**src/rtl/word_serializer_pkg.sv**
```systemverilog
// Shared state encoding and handshake helper for the word serializer
// and its matching deserializer.
package word_serializer_pkg;

    typedef enum logic {
        STATE_IDLE  = 1'b0,
        STATE_SHIFT = 1'b1
    } state_e;

    function automatic logic hs_fire(input logic valid, input logic ready);
        return valid & ready;
    endfunction

endpackage

```
**src/rtl/word_serializer_if.sv**
```systemverilog
// Load-side and serial-side handshake bundle of the word serializer.
// The serializer takes the slave modport; the feeding logic takes master.
interface word_serializer_if #(
    parameter int Width = 8
) ();

    logic             load_valid;
    logic             load_ready;
    logic [Width-1:0] D;
    logic             tx_valid;
    logic             tx_ready;
    logic             tx_bit;
    logic             tx_last;
    logic             busy;

    modport master (
        output load_valid, D, tx_ready,
        input  load_ready, tx_valid, tx_bit, tx_last, busy
    );

    modport slave (
        input  load_valid, D, tx_ready,
        output load_ready, tx_valid, tx_bit, tx_last, busy
    );

endinterface

```
**src/rtl/word_serializer_bit_down_counter.sv**
```systemverilog
// Loadable down counter with zero flag; it saturates at zero rather than
// wrapping, so callers can decrement unconditionally.
module bit_down_counter #(
    parameter int Width = 3
) (
    input  logic             clk,
    input  logic             rst,
    input  logic             load_i,
    input  logic [Width-1:0] load_val_i,
    input  logic             dec_i,
    output logic             zero_o
);

    logic [Width-1:0] cnt_q;
    logic [Width-1:0] cnt_d;

    // Load wins over decrement so a back-to-back reload on the last bit works.
    always_comb begin
        cnt_d = cnt_q;
        if (load_i) begin
            cnt_d = load_val_i;
        end else if (dec_i && (cnt_q != '0)) begin
            cnt_d = cnt_q - 1'b1;
        end
    end

    always_ff @(posedge clk or posedge rst) begin
        if (rst) begin
            cnt_q <= '0;
        end else begin
            cnt_q <= cnt_d;
        end
    end

    assign zero_o = (cnt_q == '0);

endmodule

```
**src/rtl/word_serializer.sv**
```systemverilog
// Parallel-to-serial word reader: loads a word via valid/ready and emits it
// one bit per accepted transfer, reloading on the last bit for full throughput.
module word_serializer
    import word_serializer_pkg::*;
#(
    parameter int   Width    = 8,
    parameter bit   MsbFirst = 1'b1,
    parameter logic IdleBit  = 1'b0
) (
    input logic                clk,
    input logic                rst,
    word_serializer_if.slave   bus
);

    localparam int CntW = (Width > 1) ? $clog2(Width) : 1;
    localparam logic [CntW-1:0] LastIdx = CntW'(Width - 1);

    state_e           state_q;
    state_e           state_d;
    logic [Width-1:0] shreg_q;
    logic [Width-1:0] shreg_d;
    logic             cnt_zero;
    logic             in_shift;
    logic             last_bit;
    logic             load_fire;
    logic             tx_fire;

    assign in_shift  = (state_q == STATE_SHIFT);
    assign last_bit  = in_shift & cnt_zero;
    assign tx_fire   = hs_fire(in_shift, bus.tx_ready);
    // Combinational through tx_ready so the next word lands without an idle cycle.
    assign bus.load_ready = ~in_shift | (last_bit & bus.tx_ready);
    assign load_fire = hs_fire(bus.load_valid, bus.load_ready);

    assign bus.tx_valid = in_shift;
    assign bus.busy     = in_shift;
    assign bus.tx_last  = last_bit;
    assign bus.tx_bit   = in_shift ? (MsbFirst ? shreg_q[Width-1] : shreg_q[0]) : IdleBit;

    always_comb begin
        state_d = state_q;
        shreg_d = shreg_q;
        if (load_fire) begin
            shreg_d = bus.D;
            state_d = STATE_SHIFT;
        end else if (tx_fire) begin
            if (cnt_zero) begin
                state_d = STATE_IDLE;
            end else if (MsbFirst) begin
                shreg_d = {shreg_q[Width-2:0], 1'b0};
            end else begin
                shreg_d = {1'b0, shreg_q[Width-1:1]};
            end
        end
    end

    always_ff @(posedge clk or posedge rst) begin
        if (rst) begin
            state_q <= STATE_IDLE;
            shreg_q <= '0;
        end else begin
            state_q <= state_d;
            shreg_q <= shreg_d;
        end
    end

    bit_down_counter #(
        .Width (CntW)
    ) u_cnt (
        .clk        (clk),
        .rst        (rst),
        .load_i     (load_fire),
        .load_val_i (LastIdx),
        .dec_i      (tx_fire),
        .zero_o     (cnt_zero)
    );

endmodule

```
**src/flat_wrapper.sv**
```systemverilog
// flat-port wrapper written by rule: the top's interface ports become plain ports
module word_serializer_flat import word_serializer_pkg::*;
#(
    parameter int   Width    = 8,
    parameter bit   MsbFirst = 1'b1,
    parameter logic IdleBit  = 1'b0
)
  (clk, rst, bus_load_valid, bus_D, bus_tx_ready, bus_load_ready, bus_tx_valid, bus_tx_bit, bus_tx_last, bus_busy);
  word_serializer_if #(.Width(Width)) bus_i ();
  input logic clk;
  input logic rst;
  input wire logic [$bits(bus_i.load_valid)-1:0] bus_load_valid;
  input wire logic [$bits(bus_i.D)-1:0] bus_D;
  input wire logic [$bits(bus_i.tx_ready)-1:0] bus_tx_ready;
  output wire logic [$bits(bus_i.load_ready)-1:0] bus_load_ready;
  output wire logic [$bits(bus_i.tx_valid)-1:0] bus_tx_valid;
  output wire logic [$bits(bus_i.tx_bit)-1:0] bus_tx_bit;
  output wire logic [$bits(bus_i.tx_last)-1:0] bus_tx_last;
  output wire logic [$bits(bus_i.busy)-1:0] bus_busy;
  assign bus_i.load_valid = bus_load_valid;
  assign bus_i.D = bus_D;
  assign bus_i.tx_ready = bus_tx_ready;
  assign bus_load_ready = bus_i.load_ready;
  assign bus_tx_valid = bus_i.tx_valid;
  assign bus_tx_bit = bus_i.tx_bit;
  assign bus_tx_last = bus_i.tx_last;
  assign bus_busy = bus_i.busy;
  word_serializer #(.Width(Width), .MsbFirst(MsbFirst), .IdleBit(IdleBit)) u_core (.clk(clk), .rst(rst), .bus(bus_i));
endmodule
```
**config.mk**
```make
export PLATFORM = sky130hd
export DESIGN_NAME = word_serializer_flat
export DESIGN_NICKNAME = d
export VERILOG_FILES = /design/src/rtl/word_serializer_pkg.sv /design/src/rtl/word_serializer_if.sv /design/src/rtl/word_serializer_bit_down_counter.sv /design/src/rtl/word_serializer.sv /design/src/flat_wrapper.sv
export SDC_FILE = /design/constraint.sdc
export NUM_CORES = 1
export LEC_CHECK = 0
export BUFFER_PORTS_ARGS = -buffer_cell sky130_fd_sc_hd__buf_2
export CAP_MARGIN = 10
export CORE_AREA = 2 2 39 41
export DETAILED_ROUTE_END_ITERATION = 7
export DIE_AREA = 0 0 41 43
export PLACE_DENSITY = 0.76
export RECOVER_POWER = 100
export SLEW_MARGIN = 10
export SYNTH_ARGS = -nofsm -noshare
export SYNTH_HDL_FRONTEND = slang
export SYNTH_SLANG_ARGS = --single-unit
export TNS_END_PERCENT = 20
```
**constraint.sdc**
```tcl
create_clock -name clk -period 2.75 [get_ports clk]
set_input_delay 0.55 -clock clk [delete_from_list [all_inputs] [get_ports clk]]
set_output_delay 0.55 -clock clk [all_outputs]
set_load 0.03 [all_outputs]
```
==> results of run 1 <==
## worst paths after layout
path / start / end / slack [ps] / cells past startpoint
worst max-delay path: u_core.u_cnt.cnt_q[0] / bus_load_ready / 360 / 5
worst min-delay path: rst / u_core.shreg_q[0] / 280 / 2
worst max register to register: u_core.u_cnt.cnt_q[0] / u_core.shreg_q[2] / 760 / 5
worst min register to register: u_core.u_cnt.cnt_q[2] / u_core.u_cnt.cnt_q[2] / 490 / 1
max in group asynchronous: rst / u_core.shreg_q[4] / 2140 / 2
min in group clk: u_core.u_cnt.cnt_q[2] / u_core.u_cnt.cnt_q[2] / 490 / 1
## report_power, final
group	internal, mW	switching [mW]	total, mW	leakage [nW]
Sequential	0.254	0.0419	0.296	0.133
Clock	0.0803	0.0564	0.137	0.0210
Combinational	0.143	0.175	0.318	0.192
## sequential cells by signal, summed over array words and instances, names as in the netlist
signal	flops
u_core.shreg_q	8
u_core.bus.busy	1
u_core.u_cnt.cnt_q	3
## per-layer routing
layer | track usage, % | routed length (um) | vias up
met3 | 3.14 | 49 | 2
met5 | 0 | 0 | -
li1 | - | - | 256
met2 | 23.1 | 565 | 8
met4 | 6.00 | 9 | 0
met1 | 22.5 | 588 | 245
## per-stage QoR
step	std cells	setup WS [ps]	instance area (um^2)	power, mW
global placement	90	770	732	0.613
CTS	94	432	768	0.771
floorplan	63	714	671	0.566
global route	94	169	756	0.808
finish	94	357	756	0.750
detailed placement	90	742	732	0.628
## logic make-up (layout without fill, tap and decap cells)
logic type      after synthesis  count (layout)
fa+ha+maj                     2               2
mux                           1               1
simple gates                 17              17
flops                        12              12
buf+inv                      12              27
compound gates               19              19
## layout make-up
| class | count | area share, % |
|---|---|---|
| clock buffers | 4 | 4.80 |
| inverters | 7 | 3.48 |
| multi-input cells | 39 | 39.6 |
| flip-flops and latches | 12 | 39.7 |
| well taps | 16 | 2.65 |
| repair buffers | 16 | 9.77 |
## layout by cell type, fill, tap and decap left out
master | netlist | routed
nand2_1 | 2 | 2
clkbuf_8 | 0 | 1
a2bb2oi_1 | 1 | 2
o2bb2ai_1 | 1 | 1
buf_2 | 1 | 11
and2_1 | 2 | 2
a31oi_1 | 1 | 1
nor2b_1 | 1 | 1
o221a_1 | 7 | 7
dfrtp_1 | 12 | 12
clkbuf_1 | 0 | 5
o21ai_0 | 3 | 3
o21a_1 | 1 | 1
a21oi_1 | 2 | 2
nor2_1 | 2 | 2
clkbuf_4 | 0 | 3
inv_1 | 7 | 7
nand3b_1 | 6 | 6
nand3_1 | 2 | 2
nand2b_1 | 2 | 2
mux2_4 | 1 | 1
o22ai_1 | 1 | 1
ha_1 | 2 | 2
a21o_1 | 1 | 1
==> report_table.html, run 1 <==
<table>
<tr><th>Metric</th><th>Value</th></tr>
<tr><th colspan="2">Outcome</th></tr>
<tr><td>Result of the run</td><td>completed</td></tr>
<tr><th colspan="2">Synthesis</th></tr>
<tr><td>Top post-synthesis cells by area</td><td>dfrtp_1 (45%), o221a_1 (12%), nand3b_1 (6.7%)</td></tr>
<tr><td>Synth Instances</td><td>63</td></tr>
<tr><td>Unique masters post-synth</td><td>25</td></tr>
<tr><td>Async set-reset flop share out of synthesis</td><td>100%</td></tr>
<tr><td>Syn Area/Cell</td><td>10.6 um^2</td></tr>
<tr><td>Post-synthesis share of cell area spent on and, or, nand and nor gates</td><td>approximately 15%</td></tr>
<tr><td>Mapped Area</td><td>671 um^2</td></tr>
<tr><td>Proportion of netlist area held by the largest area contributor</td><td>around 45%</td></tr>
<tr><td>Most common library cells after synthesis</td><td>dfrtp_1 (12), inv_1 (7), o221a_1 (7)</td></tr>
<tr><td>Area share of fa/ha/maj cells after synthesis</td><td>3.73%</td></tr>
<tr><td>Proportion of synthesized area in mux cells</td><td>under 10%</td></tr>
<tr><td>Xor/xnor cell area share of the yosys netlist</td><td>0%</td></tr>
<tr><td>Number of warnings issued by yosys</td><td>0</td></tr>
<tr><td>Complex-gate fraction of the synthesized area</td><td>24.4%</td></tr>
<tr><td>Dominant cell type by area after synthesis</td><td>dfrtp_1</td></tr>
<tr><td>Portion of the post-synthesis area used by sequential elements</td><td>44.8%</td></tr>
<tr><td>Synthesized net count</td><td>77</td></tr>
<tr><td>Most used DFF post-synth</td><td>dfrtp_1</td></tr>
<tr><td>Most frequent cell after synthesis</td><td>dfrtp_1</td></tr>
<tr><td>Dominant combinational cell family by area after synthesis</td><td>compound AO/OA/AOI/OAI gates</td></tr>
<tr><td>FF+latch count, synth</td><td>12</td></tr>
<tr><td>Number of enable flip-flop cells after synthesis</td><td>0</td></tr>
<tr><th colspan="2">Setup path</th></tr>
<tr><td>Data arrival time of the critical path</td><td>1840 ps</td></tr>
<tr><td>Kind of end point of the critical path</td><td>output port</td></tr>
<tr><td>Cell breakdown of the critical path</td><td>inv_1, ha_1, nand2b_1, o21ai_0, clkbuf_1</td></tr>
<tr><td>Crit path buf inv count</td><td>2</td></tr>
<tr><td>Slowest stage cell, crit path</td><td>dfrtp_1</td></tr>
<tr><td>Worst setup path category</td><td>reg -&gt; out</td></tr>
<tr><td>Maximum fanout encountered on the critical timing path</td><td>14</td></tr>
<tr><td>Critical path launch point type</td><td>register</td></tr>
<tr><td>Family with the most delay on the worst path</td><td>buffers and inverters</td></tr>
<tr><td>Required time worst endpoint</td><td>approximately 2200 ps</td></tr>
<tr><td>Biggest cell delay along the critical path</td><td>370 ps</td></tr>
<tr><th colspan="2">Route</th></tr>
<tr><td>Total routed wirelength</td><td>between 1 and 1.5 mm</td></tr>
<tr><td>Initial DRC Count</td><td>5</td></tr>
<tr><td>DRC violation count after routing</td><td>0</td></tr>
<tr><td>DRT antenna net count</td><td>0</td></tr>
<tr><td>Routed vias</td><td>slightly above 500</td></tr>
<tr><td>Routed wire per std cell</td><td>12.9 um</td></tr>
<tr><td>DR vias/cell</td><td>5.44</td></tr>
<tr><td>First-pass detailed-route iteration total</td><td>2</td></tr>
<tr><th colspan="2">STA</th></tr>
<tr><td>Number of endpoints with negative hold slack in the final report</td><td>0</td></tr>
<tr><td>Least-Margin Pin Slew</td><td>691 ps</td></tr>
<tr><td>Max Transition Viols Final</td><td>0</td></tr>
<tr><td>Worst max-slew margin expressed relative to the limit</td><td>53.8%</td></tr>
<tr><td>RSZ-0062 raised after global routing</td><td>no</td></tr>
<tr><td>Post-Route Setup TNS</td><td>0 ps</td></tr>
<tr><td>Final Critical Period</td><td>2390 ps</td></tr>
<tr><td>Clock Skew</td><td>3.76 ps</td></tr>
<tr><td>Maximum operating frequency</td><td>418 MHz</td></tr>
<tr><td>Final clock period utilization by the worst path</td><td>87.0%</td></tr>
<tr><td>Tightest hold margin</td><td>285 ps</td></tr>
<tr><td>Final setup vio count</td><td>0</td></tr>
<tr><th colspan="2">Placed design</th></tr>
<tr><td>Port bufs</td><td>16</td></tr>
<tr><td>Gpl congestion</td><td>0.722</td></tr>
<tr><td>Detailed placer's ending HPWL</td><td>886 um</td></tr>
<tr><th colspan="2">Final layout</th></tr>
<tr><td>Utilization after layout</td><td>54.6%</td></tr>
<tr><td>Layout Nets</td><td>93</td></tr>
<tr><td>Filler instances</td><td>131</td></tr>
<tr><td>Share of cells above drive strength 1</td><td>20.5%</td></tr>
<tr><td>Diodes inserted</td><td>0</td></tr>
<tr><td>Area growth from synthesis to layout</td><td>12.7%</td></tr>
<tr><td>Storage element area</td><td>300 um^2</td></tr>
<tr><td>Area of the multi-input gates</td><td>299 um^2</td></tr>
<tr><th colspan="2">Clock network</th></tr>
<tr><td>Max clock buf depth</td><td>2</td></tr>
<tr><td>TritonCTS clock tree</td><td>done</td></tr>
<tr><td>Post-cts hold buffer count</td><td>0</td></tr>
<tr><td>Number of cells upsized or downsized after cts</td><td>0</td></tr>
<tr><td>H-tree levels</td><td>1</td></tr>
<tr><td>Clock transition at the registers of the reported paths</td><td>80 ps</td></tr>
<tr><td>CTS Root Cell</td><td>clkbuf_4</td></tr>
<tr><td>Clock sink count</td><td>12</td></tr>
<tr><td>TritonCTS buffer count</td><td>3</td></tr>
<tr><td>Post-CTS Setup Repair Bufs</td><td>0</td></tr>
<tr><td>Insertion delay to the later sink of the worst-skew pair</td><td>260 ps</td></tr>
<tr><th colspan="2">Power</th></tr>
<tr><td>Static power due to leakage</td><td>around 0.35 nW</td></tr>
<tr><td>Max VDD drop</td><td>between 0.0004 and 0.0005 V</td></tr>
<tr><td>Power density of the placed cells</td><td>993 nW/um^2</td></tr>
<tr><th colspan="2">Global route</th></tr>
<tr><td>Vias in the first global route</td><td>418</td></tr>
<tr><td>Wire length of the first global-routing pass</td><td>~1.9 mm</td></tr>
<tr><td>Number of antenna violations at the first check in global routing</td><td>0</td></tr>
<tr><td>Total GRT Usage</td><td>between 15 and 20%</td></tr>
<tr><td>Largest net degree at the start of global routing</td><td>15</td></tr>
<tr><td>Global route overflow</td><td>0</td></tr>
<tr><th colspan="2">Floorplanning</th></tr>
<tr><td>Die ar.</td><td>1760 um^2</td></tr>
<tr><td>Die extent in x</td><td>41 um</td></tr>
<tr><td>Count of pins on the block boundary</td><td>17</td></tr>
<tr><td>Cell Rows</td><td>14</td></tr>
<tr><td>Core region area</td><td>1380 um^2</td></tr>
<tr><td>Starting Density</td><td>48.5%</td></tr>
<tr><td>Height of the chip</td><td>43 um</td></tr>
<tr><th colspan="2">Worst hold path</th></tr>
<tr><td>Classification of the worst-slack hold path</td><td>in -&gt; async</td></tr>
<tr><th colspan="2">Run</th></tr>
<tr><td>Max-Cap Viols</td><td>0</td></tr>
</table>
Note: power is estimated with default switching activity, not from simulation.
==> inputs of run 2 (changes only) <==
ABC_AREA = 1   (was default)
PLACE_DENSITY = 0.78   (was 0.76)
==> run 2 against run 1 <==
Net effect: area after synthesis is 3.9% higher; final cell count is 30% higher; core utilization is 2.1 points higher; worst hold slack got worse by 22 ps; die area is the same; routed wire length unchanged; largest power group is now sequential cells.
==> report_table.html, run 2 <==
<table>
<tr><th>Metric</th><th>Value</th></tr>
<tr><th colspan="2">Route</th></tr>
<tr><td>Routed vias</td><td>594</td></tr>
<tr><td>DR vias/cell</td><td>about 4.9</td></tr>
<tr><td>DRT antenna net count</td><td>0</td></tr>
<tr><td>Total routed wirelength</td><td>~1.2 mm</td></tr>
<tr><td>Initial DRC Count</td><td>9</td></tr>
<tr><td>Routed wire per std cell</td><td>approximately 9.9 um</td></tr>
<tr><td>First-pass detailed-route iteration total</td><td>4</td></tr>
<tr><td>DRC violation count after routing</td><td>0</td></tr>
<tr><th colspan="2">Floorplanning</th></tr>
<tr><td>Count of pins on the block boundary</td><td>17</td></tr>
<tr><td>Die extent in x</td><td>roughly 40 um</td></tr>
<tr><td>Core region area</td><td>1380 um^2</td></tr>
<tr><td>Cell Rows</td><td>14</td></tr>
<tr><td>Starting Density</td><td>50.4%</td></tr>
<tr><td>Die ar.</td><td>1760 um^2</td></tr>
<tr><td>Height of the chip</td><td>43 um</td></tr>
<tr><th colspan="2">Clock network</th></tr>
<tr><td>Post-CTS Setup Repair Bufs</td><td>0</td></tr>
<tr><td>H-tree levels</td><td>1</td></tr>
<tr><td>TritonCTS buffer count</td><td>3</td></tr>
<tr><td>Post-cts hold buffer count</td><td>0</td></tr>
<tr><td>Clock sink count</td><td>12</td></tr>
<tr><td>Clock transition at the registers of the reported paths</td><td>80 ps</td></tr>
<tr><td>TritonCTS clock tree</td><td>done</td></tr>
<tr><td>Number of cells upsized or downsized after cts</td><td>0</td></tr>
<tr><td>CTS Root Cell</td><td>clkbuf_4</td></tr>
<tr><td>Max clock buf depth</td><td>2</td></tr>
<tr><td>Insertion delay to the later sink of the worst-skew pair</td><td>280 ps</td></tr>
<tr><th colspan="2">Setup path</th></tr>
<tr><td>Worst r2r dst</td><td>u_core.u_cnt.cnt_q[0]</td></tr>
<tr><td>Maximum fanout encountered on the critical timing path</td><td>11</td></tr>
<tr><td>Biggest cell delay along the critical path</td><td>~370 ps</td></tr>
<tr><td>Cell breakdown of the critical path</td><td>inv_1, ha_1, nand3_2, nand2_1, clkbuf_1</td></tr>
<tr><td>Slowest stage cell, crit path</td><td>dfrtp_1</td></tr>
<tr><td>Family with the most delay on the worst path</td><td>buffers and inverters</td></tr>
<tr><td>Worst setup path category</td><td>reg -&gt; out</td></tr>
<tr><td>Setup slack on the worst flop-to-flop path</td><td>1020 ps</td></tr>
<tr><td>Crit path buf inv count</td><td>2</td></tr>
<tr><td>Required time worst endpoint</td><td>2200 ps</td></tr>
<tr><td>Critical path launch point type</td><td>register</td></tr>
<tr><td>Kind of end point of the critical path</td><td>output port</td></tr>
<tr><td>Reg2reg start</td><td>u_core.bus.busy</td></tr>
<tr><td>Length in cells of the worst reg-to-reg path</td><td>3</td></tr>
<tr><td>Data arrival time of the critical path</td><td>between 1500 and 2000 ps</td></tr>
<tr><th colspan="2">STA</th></tr>
<tr><td>RSZ-0062 raised after global routing</td><td>no</td></tr>
<tr><td>Post-Route Setup TNS</td><td>0 ps</td></tr>
<tr><td>Number of endpoints with negative hold slack in the final report</td><td>0</td></tr>
<tr><td>Final Critical Period</td><td>2180 ps</td></tr>
<tr><td>Final critical-path setup slack</td><td>571 ps</td></tr>
<tr><td>Least-Margin Pin Slew</td><td>1100 ps</td></tr>
<tr><td>Clock Skew</td><td>7.91 ps</td></tr>
<tr><td>Max Transition Viols Final</td><td>0</td></tr>
<tr><td>Maximum operating frequency</td><td>between 400 and 500 MHz</td></tr>
<tr><td>Final clock period utilization by the worst path</td><td>79.2%</td></tr>
<tr><td>Final setup vio count</td><td>0</td></tr>
<tr><td>Worst max-slew margin expressed relative to the limit</td><td>25.9%</td></tr>
<tr><th colspan="2">Synthesis</th></tr>
<tr><td>Portion of the post-synthesis area used by sequential elements</td><td>between 40% and 50%</td></tr>
<tr><td>Most common library cells after synthesis</td><td>nand2_1 (29), inv_1 (13), dfrtp_1 (12)</td></tr>
<tr><td>Dominant cell type by area after synthesis</td><td>dfrtp_1</td></tr>
<tr><td>Mapped Area</td><td>697 um^2</td></tr>
<tr><td>Proportion of netlist area held by the largest area contributor</td><td>43.1%</td></tr>
<tr><td>Synth Instances</td><td>89</td></tr>
<tr><td>Most used DFF post-synth</td><td>dfrtp_1</td></tr>
<tr><td>Number of warnings issued by yosys</td><td>0</td></tr>
<tr><td>Synthesized net count</td><td>slightly above 100</td></tr>
<tr><td>Number of enable flip-flop cells after synthesis</td><td>0</td></tr>
<tr><td>Unique masters post-synth</td><td>15</td></tr>
<tr><td>Syn Area/Cell</td><td>7.83 um^2</td></tr>
<tr><td>Top post-synthesis cells by area</td><td>dfrtp_1 (43%), nand2_1 (16%), nand3b_1 (8.6%)</td></tr>
<tr><td>Most frequent cell after synthesis</td><td>nand2_1</td></tr>
<tr><td>FF+latch count, synth</td><td>12</td></tr>
<tr><td>Async set-reset flop share out of synthesis</td><td>100%</td></tr>
<tr><th colspan="2">Placed design</th></tr>
<tr><td>Worst setup slack before clock tree synthesis</td><td>about 990 ps</td></tr>
<tr><td>Gpl congestion</td><td>~0.70</td></tr>
<tr><td>Port bufs</td><td>16</td></tr>
<tr><td>Detailed placer's ending HPWL</td><td>908 um</td></tr>
<tr><th colspan="2">Power</th></tr>
<tr><td>Max VDD drop</td><td>between 0.0003 and 0.0004 V</td></tr>
<tr><td>Power density of the placed cells</td><td>between 800 and 900 nW/um^2</td></tr>
<tr><td>Static power due to leakage</td><td>~0.43 nW</td></tr>
<tr><th colspan="2">Final layout</th></tr>
<tr><td>Area growth from synthesis to layout</td><td>12.6%</td></tr>
<tr><td>Largest register by flop count</td><td>u_core.shreg_q</td></tr>
<tr><td>Storage element area</td><td>300 um^2</td></tr>
<tr><td>Leading cell types in the layout, fill and taps excluded</td><td>nand2_1 (31), inv_1 (14), dfrtp_1 (12)</td></tr>
<tr><td>Share of cells above drive strength 1</td><td>17.0%</td></tr>
<tr><td>Filler instances</td><td>150</td></tr>
<tr><td>Layout Nets</td><td>121</td></tr>
<tr><td>Largest register FFs</td><td>8</td></tr>
<tr><td>Diodes inserted</td><td>0</td></tr>
<tr><td>Most common cell after layout, fill and taps aside</td><td>nand2_1</td></tr>
<tr><td>Area of the multi-input gates</td><td>298 um^2</td></tr>
<tr><th colspan="2">Global route</th></tr>
<tr><td>Largest net degree at the start of global routing</td><td>13</td></tr>
<tr><td>Wire length of the first global-routing pass</td><td>2.05 mm</td></tr>
<tr><td>Number of antenna violations at the first check in global routing</td><td>0</td></tr>
<tr><td>Total GRT Usage</td><td>17.0%</td></tr>
<tr><td>Vias in the first global route</td><td>roughly 520</td></tr>
<tr><td>Global route overflow</td><td>0</td></tr>
<tr><th colspan="2">Worst hold path</th></tr>
<tr><td>Classification of the worst-slack hold path</td><td>in -&gt; async</td></tr>
<tr><th colspan="2">Run</th></tr>
<tr><td>Max-Cap Viols</td><td>0</td></tr>
<tr><th colspan="2">Outcome</th></tr>
<tr><td>Result of the run</td><td>completed</td></tr>
</table>
run 2: cell types whose count changed in the layout (fill, tap and decap cells not counted), sizes merged, moves of 2 or more:
cell	previous run	this run
nand2	2	31
o21ai	3	9
and2	2	0
o221a	7	0
inv	7	15
nand3	2	4
nand2b	2	0
nand3b	6	8
a2bb2oi	2	0
run 2: how the worst max path moves through the flow:
stage / slack (ps) / cells past startpoint / start / end
finish: 570 / 5 / u_core.u_cnt.cnt_q[0] / bus_load_ready
global route: 450 / 5 / u_core.u_cnt.cnt_q[0] / bus_load_ready
CTS: 740 / 5 / u_core.u_cnt.cnt_q[0] / bus_load_ready
detailed placement: 990 / 4 / bus_tx_ready / bus_load_ready
global placement: 1010 / 4 / bus_tx_ready / bus_load_ready
floorplan: 1060 / 2 / u_core.bus.busy / bus_tx_last
run 2: power breakdown:
part,internal (mW),switching (mW),total (mW)
clock network,0.0805,0.0597,0.140
registers,0.250,0.0372,0.287
logic,0.0907,0.183,0.274
run 2: metrics by stage:
step | power [mW] | cells | hold slack, ps | area, um^2 | utilization (%)
floorplan | 0.521 | 89 | 415 | 697 | -
global placement | 0.571 | 118 | 458 | 771 | 55.7
detailed placement | 0.582 | 118 | 468 | 771 | 55.7
CTS | 0.722 | 122 | 284 | 807 | 58.3
global route | 0.764 | 122 | 297 | 785 | 56.7
finish | 0.701 | 122 | 263 | 785 | 56.7
run 2: area by class of cell:
cell class,count,area share [%]
flip-flops and latches,12,38.3
multi-input cells,59,38.0
repair buffers,16,9.41
inverters,15,7.18
clock buffers,4,4.63
well taps,16,2.55
run 2: cell families (layout without fill, tap and decap cells):
group	count (synthesis)	after routing	share of synthesized area, %
AOI/OAI and AO/OA	11	11	9.52
adders and majority gates	2	2	3.59
buffers and inverters	18	35	11.8
DFF	12	12	43.1
and+or+nand+nor	46	46	32.0
run 2: routing by layer:
layer | GRT usage, % | vias to the layer above | part of all wire [%]
met5 | 0 | - | 0
met4 | 8.00 | 0 | 2.2
met3 | 3.14 | 5 | 5.4
met2 | 24.7 | 17 | 44
met1 | 23.6 | 265 | 48
li1 | - | 307 | -
==> inputs of run 3 (changes only) <==
CORE_AREA = default   (was 2 2 39 41)
CORE_MARGIN = 1.5   (was default)
CORE_UTILIZATION = 50   (was default)
DIE_AREA = default   (was 0 0 41 43)
PLACE_DENSITY = 0.75   (was 0.78)
clock period = 2.29 ns   (was 2.75 ns; I/O delays follow)
==> run 3 against run 2 <==
Net effect: clock-buffer cell count is the same; global-route usage rose by 3.0 points; sequential share of layout area unchanged; critical path type unchanged; largest power group unchanged.
==> report_table.html, run 3 (synthesis gave the netlist of run 2 again) <==
<table>
<tr><th>Metric</th><th>Value</th></tr>
<tr><th colspan="2">Outcome</th></tr>
<tr><td>Result of the run</td><td>completed</td></tr>
<tr><th colspan="2">Setup path</th></tr>
<tr><td>Maximum fanout encountered on the critical timing path</td><td>11</td></tr>
<tr><td>Data arrival time of the critical path</td><td>1560 ps</td></tr>
<tr><td>Kind of end point of the critical path</td><td>output port</td></tr>
<tr><td>Length in cells of the worst reg-to-reg path</td><td>3</td></tr>
<tr><td>Worst setup path category</td><td>reg -&gt; out</td></tr>
<tr><td>Required time worst endpoint</td><td>1830 ps</td></tr>
<tr><td>Cell breakdown of the critical path</td><td>inv_1, ha_1, nand3_2, nand2_1, buf_2</td></tr>
<tr><td>Crit path buf inv count</td><td>2</td></tr>
<tr><td>Depth of the critical timing path with buffers and inverters included</td><td>5</td></tr>
<tr><td>Critical path launch point type</td><td>register</td></tr>
<tr><td>Slowest stage cell, crit path</td><td>dfrtp_1</td></tr>
<tr><td>Family with the most delay on the worst path</td><td>buffers and inverters</td></tr>
<tr><td>Biggest cell delay along the critical path</td><td>360 ps</td></tr>
<tr><th colspan="2">STA</th></tr>
<tr><td>Post-Route Setup TNS</td><td>0 ps</td></tr>
<tr><td>RSZ-0062 raised after global routing</td><td>no</td></tr>
<tr><td>Final clock period utilization by the worst path</td><td>88.0%</td></tr>
<tr><td>Final Critical Period</td><td>about 2000 ps</td></tr>
<tr><td>Maximum operating frequency</td><td>496 MHz</td></tr>
<tr><td>Final setup vio count</td><td>0</td></tr>
<tr><td>Clock Skew</td><td>3.19 ps</td></tr>
<tr><td>Worst max-slew margin expressed relative to the limit</td><td>roughly a quarter</td></tr>
<tr><td>Number of endpoints with negative hold slack in the final report</td><td>0</td></tr>
<tr><td>Max Transition Viols Final</td><td>0</td></tr>
<tr><td>Least-Margin Pin Slew</td><td>around 1100 ps</td></tr>
<tr><th colspan="2">Global route</th></tr>
<tr><td>Vias in the first global route</td><td>521</td></tr>
<tr><td>Largest net degree at the start of global routing</td><td>13</td></tr>
<tr><td>Total GRT Usage</td><td>20.0%</td></tr>
<tr><td>Global route overflow</td><td>0</td></tr>
<tr><td>Number of antenna violations at the first check in global routing</td><td>0</td></tr>
<tr><td>Wire length of the first global-routing pass</td><td>2.13 mm</td></tr>
<tr><th colspan="2">Route</th></tr>
<tr><td>Top layer reached by signal wires</td><td>met4</td></tr>
<tr><td>Total routed wirelength</td><td>1.37 mm</td></tr>
<tr><td>Sum of met3 wire segment lengths after detailed routing</td><td>51 um</td></tr>
<tr><td>First-pass detailed-route iteration total</td><td>4</td></tr>
<tr><td>Initial DRC Count</td><td>21</td></tr>
<tr><td>Detailed-routing wirelength on met1</td><td>630 um</td></tr>
<tr><td>Routed vias</td><td>580</td></tr>
<tr><td>DR WL met2</td><td>670 um</td></tr>
<tr><td>DR vias/cell</td><td>4.79</td></tr>
<tr><td>DRT antenna net count</td><td>0</td></tr>
<tr><td>DRC violation count after routing</td><td>0</td></tr>
<tr><td>Routed wire per std cell</td><td>11.3 um</td></tr>
<tr><th colspan="2">Power</th></tr>
<tr><td>Static power due to leakage</td><td>0.434 nW</td></tr>
<tr><td>Power density of the placed cells</td><td>1090 nW/um^2</td></tr>
<tr><td>Max VDD drop</td><td>0.000483 V</td></tr>
<tr><th colspan="2">Floorplanning</th></tr>
<tr><td>Height of the chip</td><td>around 40 um</td></tr>
<tr><td>Die ar.</td><td>1630 um^2</td></tr>
<tr><td>Count of pins on the block boundary</td><td>17</td></tr>
<tr><td>Cell Rows</td><td>13</td></tr>
<tr><td>Core region area</td><td>1300 um^2</td></tr>
<tr><td>Die extent in x</td><td>40.3 um</td></tr>
<tr><td>Starting Density</td><td>a little over half</td></tr>
<tr><th colspan="2">Final layout</th></tr>
<tr><td>Filler instances</td><td>around 130</td></tr>
<tr><td>Most common cell after layout, fill and taps aside</td><td>nand2_1</td></tr>
<tr><td>Share of cells above drive strength 1</td><td>17.9%</td></tr>
<tr><td>Largest register FFs</td><td>8</td></tr>
<tr><td>Non-Filler Instances</td><td>~120</td></tr>
<tr><td>Leading cell types in the layout, fill and taps excluded</td><td>nand2_1 (31), inv_1 (14), buf_2 (12), dfrtp_1 (12), o21ai_0 (9)</td></tr>
<tr><td>Area growth from synthesis to layout</td><td>12.6%</td></tr>
<tr><td>Post-route cell area</td><td>just under 800 um^2</td></tr>
<tr><td>Utilization after layout</td><td>~60%</td></tr>
<tr><td>Largest register by flop count</td><td>u_core.shreg_q</td></tr>
<tr><td>Layout Nets</td><td>121</td></tr>
<tr><td>Diodes inserted</td><td>0</td></tr>
<tr><th colspan="2">Placed design</th></tr>
<tr><td>Cell count after placement</td><td>117</td></tr>
<tr><td>Detailed placer's ending HPWL</td><td>955 um</td></tr>
<tr><td>Port bufs</td><td>16</td></tr>
<tr><td>Placed Instance Area</td><td>approximately 770 um^2</td></tr>
<tr><td>Gpl congestion</td><td>0.689</td></tr>
<tr><th colspan="2">Clock network</th></tr>
<tr><td>Clock sink count</td><td>12</td></tr>
<tr><td>TritonCTS buffer count</td><td>3</td></tr>
<tr><td>Number of cells upsized or downsized after cts</td><td>0</td></tr>
<tr><td>Post-CTS Setup Repair Bufs</td><td>0</td></tr>
<tr><td>Max clock buf depth</td><td>2</td></tr>
<tr><td>Clock transition at the registers of the reported paths</td><td>about 80 ps</td></tr>
<tr><td>TritonCTS clock tree</td><td>done</td></tr>
<tr><td>Insertion delay to the later sink of the worst-skew pair</td><td>270 ps</td></tr>
<tr><td>H-tree levels</td><td>1</td></tr>
<tr><td>CTS Root Cell</td><td>clkbuf_4</td></tr>
<tr><td>Post-cts hold buffer count</td><td>0</td></tr>
<tr><th colspan="2">Worst hold path</th></tr>
<tr><td>Classification of the worst-slack hold path</td><td>in -&gt; async</td></tr>
<tr><th colspan="2">Run</th></tr>
<tr><td>Max-Cap Viols</td><td>0</td></tr>
</table>
run 3: cell type report:
cell class / count / area, um^2 / share of cell area, %
Clock buffer: 4 / 36.3 / 4.63
Inverter: 15 / 56.3 / 7.18
Multi-Input combinational cell: 59 / 298 / 38.0
Sequential cell: 12 / 300 / 38.3
Tap cell: 15 / 18.8 / 2.39
Timing Repair Buffer: 16 / 75.1 / 9.57
run 3: routing by layer:
metal | track usage [%] | vias up
li1 | - | 309
met5 | 0 | -
met3 | 3.33 | 2
met4 | 10.0 | 0
met2 | 33.7 | 15
met1 | 24.3 | 254
run 3: worst paths after layout:
check | startpoint | end | slack [ps]
min in group clk | bus_D[0] | u_core.shreg_q[0] | 430
min reg2reg | u_core.shreg_q[5] | u_core.shreg_q[5] | 490
max reg2reg | u_core.bus.busy | u_core.u_cnt.cnt_q[1] | 580
max in group asynchronous | rst | u_core.shreg_q[1] | 1790
max | u_core.u_cnt.cnt_q[0] | bus_load_ready | 280
min | rst | u_core.shreg_q[6] | 180
run 3: power breakdown:
| part | internal (mW) | total (mW) | switching [mW] |
|---|---|---|---|
| Clock | 0.0966 | 0.169 | 0.0721 |
| Combinational | 0.111 | 0.338 | 0.227 |
| Sequential | 0.300 | 0.347 | 0.0465 |
run 3: metrics by stage:
step | power [mW] | hold slack (ps) | setup slack (ps)
floorplan | 0.626 | 323 | 694
global placement | 0.687 | 460 | 716
detailed placement | 0.705 | 466 | 669
CTS | 0.875 | 190 | 369
global route | 0.930 | 211 | 172
finish | 0.853 | 181 | 276
